<file path="src/rtl/morse_tx_encoder.sv">
// Morse transmit keyer: turns one latched element pattern (or a word-space request) into timed on/off keying.
// Latency: light rises on the accept edge; done pulses for the first IDLE cycle; start is accepted only while ready.
module morse_tx_encoder #(
  parameter int UNIT_TICKS = 2,
  parameter int MAX_LEN    = 5
) (
  input  logic       clk,
  input  logic       reset_n,
  input  logic       tick,
  input  logic       start,
  input  logic       is_space,
  input  logic [2:0] symbol_len,
  input  logic [4:0] symbol_bits,
  output logic       light,
  output logic       ready,
  output logic       busy,
  output logic       done,
  output logic       err
);

  localparam int TW = (UNIT_TICKS > 1) ? $clog2(UNIT_TICKS) : 1;

  typedef enum logic [2:0] {
    IDLE     = 3'd0,
    MARK     = 3'd1,
    ELEM_GAP = 3'd2,
    CHAR_GAP = 3'd3,
    WORD_GAP = 3'd4
  } state_t;

  state_t        state;
  logic [TW-1:0] tick_cnt;
  logic [2:0]    unit_cnt;
  logic [2:0]    idx;
  logic [4:0]    cur_bits;
  logic [2:0]    phase_units;
  logic          last_tick;
  logic          phase_end;
  logic          len_ok;

  assign ready = (state == IDLE);
  assign busy  = ~ready;

  assign len_ok = (symbol_len != 3'd0) && (symbol_len <= 3'(MAX_LEN));

  // Length of the current phase in Morse units.
  always_comb begin
    phase_units = 3'd1;
    case (state)
      MARK:     phase_units = cur_bits[idx] ? 3'd3 : 3'd1;
      ELEM_GAP: phase_units = 3'd1;
      CHAR_GAP: phase_units = 3'd3;
      WORD_GAP: phase_units = 3'd7;
      default:  phase_units = 3'd1;
    endcase
  end

  assign last_tick = tick && (tick_cnt == TW'(UNIT_TICKS - 1));
  assign phase_end = last_tick && (unit_cnt == phase_units - 3'd1);

  always_ff @(posedge clk or negedge reset_n) begin
    if (!reset_n) begin
      state    <= IDLE;
      light    <= 1'b0;
      done     <= 1'b0;
      err      <= 1'b0;
      tick_cnt <= '0;
      unit_cnt <= '0;
      idx      <= '0;
      cur_bits <= '0;
    end else begin
      done <= 1'b0;
      err  <= 1'b0;
      if (state == IDLE) begin
        // Ticks seen while idle (including the accept edge) never count.
        tick_cnt <= '0;
        unit_cnt <= '0;
        if (start) begin
          if (is_space) begin
            state <= WORD_GAP;
          end else if (len_ok) begin
            cur_bits <= symbol_bits;
            idx      <= symbol_len - 3'd1;
            state    <= MARK;
            light    <= 1'b1;
          end else begin
            err <= 1'b1;
          end
        end
      end else if (tick) begin
        if (phase_end) begin
          tick_cnt <= '0;
          unit_cnt <= '0;
          case (state)
            MARK: begin
              light <= 1'b0;
              state <= (idx != 3'd0) ? ELEM_GAP : CHAR_GAP;
            end
            ELEM_GAP: begin
              idx   <= idx - 3'd1;
              light <= 1'b1;
              state <= MARK;
            end
            CHAR_GAP, WORD_GAP: begin
              state <= IDLE;
              done  <= 1'b1;
            end
            default: state <= IDLE;
          endcase
        end else if (last_tick) begin
          tick_cnt <= '0;
          unit_cnt <= unit_cnt + 3'd1;
        end else begin
          tick_cnt <= tick_cnt + TW'(1);
        end
      end
    end
  end

endmodule

</file>
<file path="config.mk">
export PLATFORM = sky130hd
export DESIGN_NAME = morse_tx_encoder
export DESIGN_NICKNAME = d
export VERILOG_FILES = /design/src/rtl/morse_tx_encoder.sv
export SDC_FILE = /design/constraint.sdc
export NUM_CORES = 1
export LEC_CHECK = 0
export CAP_MARGIN = 20
export CORE_AREA = 2 2 51 53
export DETAILED_ROUTE_END_ITERATION = 8
export DIE_AREA = 0 0 53 55
export PLACE_DENSITY = 0.67
export SETUP_SLACK_MARGIN = 0.4
export SLEW_MARGIN = 20
export SYNTH_ARGS = -nofsm -noshare
export SYNTH_HDL_FRONTEND = slang
export SYNTH_SLANG_ARGS = --single-unit
export TNS_END_PERCENT = 5
</file>
<file path="constraint.sdc">
create_clock -name clk -period 4.05 [get_ports clk]
set_input_delay 1.215 -clock clk [delete_from_list [all_inputs] [get_ports clk]]
set_output_delay 1.215 -clock clk [all_outputs]
set_load 0.05 [all_outputs]
</file>
==> flow_metrics.py <==
metrics = {
    "run_status": {
        "run_status": "finished clean",
    },
    "clock_tree": {
        "tritoncts": "built",
        "post_cts_buffers": 0,
        "count_of_clock_tree_sinks": 18,
        "worst_path_clk_slew_ns": 0.10,
        "cts-root-to-sink-buffers": 2,
        "clock_tree.root_cell": "sky130_fd_sc_hd__clkbuf_4",
        "insertion_delay_ns": 0.29,
        "cts-hold-fix-buffers": 0,
        "cts_repair_resize_count": 0,
        "tritoncts.num_buffers": 3,
        "ctsHtreeMaxLevel": 1,
    },
    "power_and_ir_drop": {
        "power_switching_mw": 0.335,
        "power_frac_comb_pct": 48.2,
        "cellInternalPower_mw": 0.470,
        "pwr-share-clk_pct": 13.6,
        "seq_power_share_pct": 38.3,
        "ir_drop_uv": 317,
        "share_of_total_power_consumed_by_net_switching_pct": 41.6,
        "power_per_cell_area_nw_per_um2": 646,
        "p_leak_nw": 0.533,
    },
    "synthesis": {
        "syn-cell-area_um2": 1010,
        "synth_sequential_area_ratio_pct": 44.8,
        "synth_area_per_cell_um2": 10.2,
        "synth.area.top_cells": "sky130_fd_sc_hd__dfrtp_1 45%, sky130_fd_sc_hd__mux2_2 5.6%, sky130_fd_sc_hd__mux2i_1 5.0%",
        "synth.distinct_cells": 40,
        "mapped_cells": 99,
        "synth-edff-count": 0,
        "synthArstFlopShare_pct": 100,
        "main_synth_ff_type": "sky130_fd_sc_hd__dfrtp_1",
        "synthDominantAreaCellType": "sky130_fd_sc_hd__dfrtp_1",
        "number_of_register_bits_inferred_by_synthesis": 18,
        "synth_warn": 0,
        "synth_top_area_share_pct": 44.8,
        "mappedNetlistNets": 114,
    },
    "die": {
        "fp.dieH_um": 55,
        "start_util_pct": 42.5,
        "fp-row-count": 18,
        "pin_count": 18,
        "core_area_um2": 2360,
        "die_area_um2": 2920,
        "floorplan.die.width_um": 53,
    },
    "detailed_routing": {
        "detail_route.wirelength_mm": 1.92,
        "detailedRoute.firstIterationViolations": 14,
        "drcViolationCount": 0,
        "avgViaCountPerCell": 5.64,
        "drtAntennaViolNets": 0,
        "routed_wire_length_per_instance_um": 12.9,
        "detailedRoute.firstPassIterationCount": 4,
        "detailroute.via_count": 840,
    },
    "worst_setup_path": {
        "criticalPathCategory": "flip-flop to primary output",
        "timing.critical_path.from_type": "flip-flop",
        "worst-endpoint-arrival_ns": 2.15,
        "reg2reg_to": "idx[0]",
        "endpoint": "ready",
        "worst-r2r-cell-count": 6,
        "reg2reg_from": "state[1]",
        "timing.critical_path.required_ns": 2.83,
        "crit_path_end_kind": "primary output",
        "timing.critical_path.from": "state[1]",
        "path_max_fanout": 11,
        "setup_slack_reg_to_reg_ns": 1.94,
    },
    "timing": {
        "worst_clock_skew_ns": 0.00202,
        "final.setup.tns_ns": 0,
        "final_min_period_over_clock_period_pct": 83.0,
        "max_freq_mhz": 298,
        "max_slew_margin_pct": 47.9,
        "finalSetupViolations": 0,
        "finalHoldViolCount": 0,
        "final.min_clock_period_ns": 3.36,
        "fin_hold_ws_ns": 0.512,
        "rsz_0062_raised_after_global_routing": "no",
        "worst_pin_slew_ns": 0.779,
        "slew_violations": 0,
    },
    "final_layout": {
        "register_area_um2": 450,
        "antenna_cells_inserted": 0,
        "multi_input_area_um2": 527,
        "area_growth_syn_to_layout_pct": 23.8,
        "final_layout_size_suffix_gt1_share_pct": 14.3,
        "fin_nets": 135,
        "fillerInstances": 229,
        "fin_area_um2": 1240,
    },
    "global_route": {
        "grt_max_degree": 19,
        "grt_pass1_wl_mm": 3.06,
        "grt_antenna_before_repair": 0,
        "grt.overflow.total": 0,
        "groute.usage.overall_pct": 14.7,
        "first_global_vias": 712,
    },
    "placement": {
        "io_buffers": 17,
        "hpwl_dp_mm": 1.52,
        "dpl_cell_area_um2": 1210,
        "gp_congestion": 0.922,
    },
    "job": {
        "max-cap-violations": 0,
    },
    "hold_path": {
        "worstHoldPathType": "flip-flop to flip-flop",
    },
}
[routing by layer]
layer	global-route usage, %	up-vias	routed length, µm
met5	0	-	0
met4	3.85	0	25
met3	5.91	4	102
met2	23.8	22	926
met1	18.4	400	866
li1	-	414	-
[Yosys cell counts (all sizes together) (2+ instances only)]
library cell,count
dfrtp,18
nor2,9
nand2,7
o21ai,7
mux2,6
a21oi,5
inv,5
mux2i,5
nand3,3
nor3,3
nor3b,3
a31oi,2
ha,2
nor4,2
or3,2
xnor2,2
[critical path, stage by stage, from the launching register on]
cell	delay (ns)
sky130_fd_sc_hd__dfrtp_1	0.45
sky130_fd_sc_hd__or3_4	0.46
sky130_fd_sc_hd__clkinv_2	0.13
sky130_fd_sc_hd__clkdlybuf4s50_1	0.81
[flip-flops by register name, indices dropped and copies added, names as in the netlist]
| signal | flops |
|---|---|
| tick_cnt | 1 |
| done | 1 |
| unit_cnt | 3 |
| state | 3 |
| err | 1 |
| idx | 3 |
| cur_bits | 5 |
| light | 1 |
[cells in the final DEF, fill, tap and decap left out, drive strengths merged]
cell type / n
or3: 2
nand2: 7
a21oi: 5
o211ai: 1
dfrtp: 18
nor4: 2
ha: 2
a2111oi: 1
and4b: 1
nand2b: 1
a211oi: 1
clkdlybuf4s50: 17
nand3: 3
nor2b: 1
clkbuf: 4
nor2: 9
o211a: 1
nor3b: 3
nand3b: 1
nor4b: 1
o221ai: 1
xnor2: 2
a22oi: 1
nor3: 3
inv: 5
a21o: 1
mux2i: 5
or2: 1
clkinv: 1
o21ai: 7
mux2: 6
o21bai: 1
nand4: 1
o32ai: 1
a31oi: 2
[logic make-up after synthesis]
family,synth area share (%)
compound gates,15.2
xor+xnor,1.74
fa+ha+maj,2.49
buf+inv,2.86
flops,44.8
mux,12.1
simple gates,20.9
[stage by stage]
stage	total power [mW]	std cells	setup slack (ns)	utilization, %
final	0.804	149	0.690	52.6
after global routing	0.871	149	0.592	52.6
after CTS	0.812	149	0.676	52.6
after detailed placement	0.699	145	0.941	51.1
after global placement	0.690	145	1.02	51.1
after floorplan	0.595	99	1.76	-
[cell type report]
class	count	area share [%]
multi-input cells	74	42.3
flip-flops and latches	18	36.2
repair buffers	17	13.7
well taps	30	3.02
clock buffers	4	2.91
inverters	6	1.91
[power by group through the flow]
stage	clock (mW)	combinational, mW	sequential, mW
floorplan	0	0.286	0.309
global placement	0	0.379	0.312
detailed placement	0	0.388	0.311
CTS	0.114	0.390	0.308
global route	0.123	0.431	0.317
finish	0.109	0.387	0.308
[how the worst min path moves through the flow]
| stage | start | to | slack (ns) | depth (start not counted) |
|---|---|---|---|---|
| 2_1_floorplan | cur_bits[0] | cur_bits[0] | 0.48 | 1 |
| 3_3_place_gp | cur_bits[1] | cur_bits[1] | 0.49 | 1 |
| 3_5_place_dp | cur_bits[1] | cur_bits[1] | 0.49 | 1 |
| 4_1_cts | cur_bits[1] | cur_bits[1] | 0.52 | 1 |
| 5_1_grt | cur_bits[2] | cur_bits[2] | 0.55 | 1 |
| 6_report | cur_bits[1] | cur_bits[1] | 0.51 | 1 |
Power figures use the tool's default switching activity.
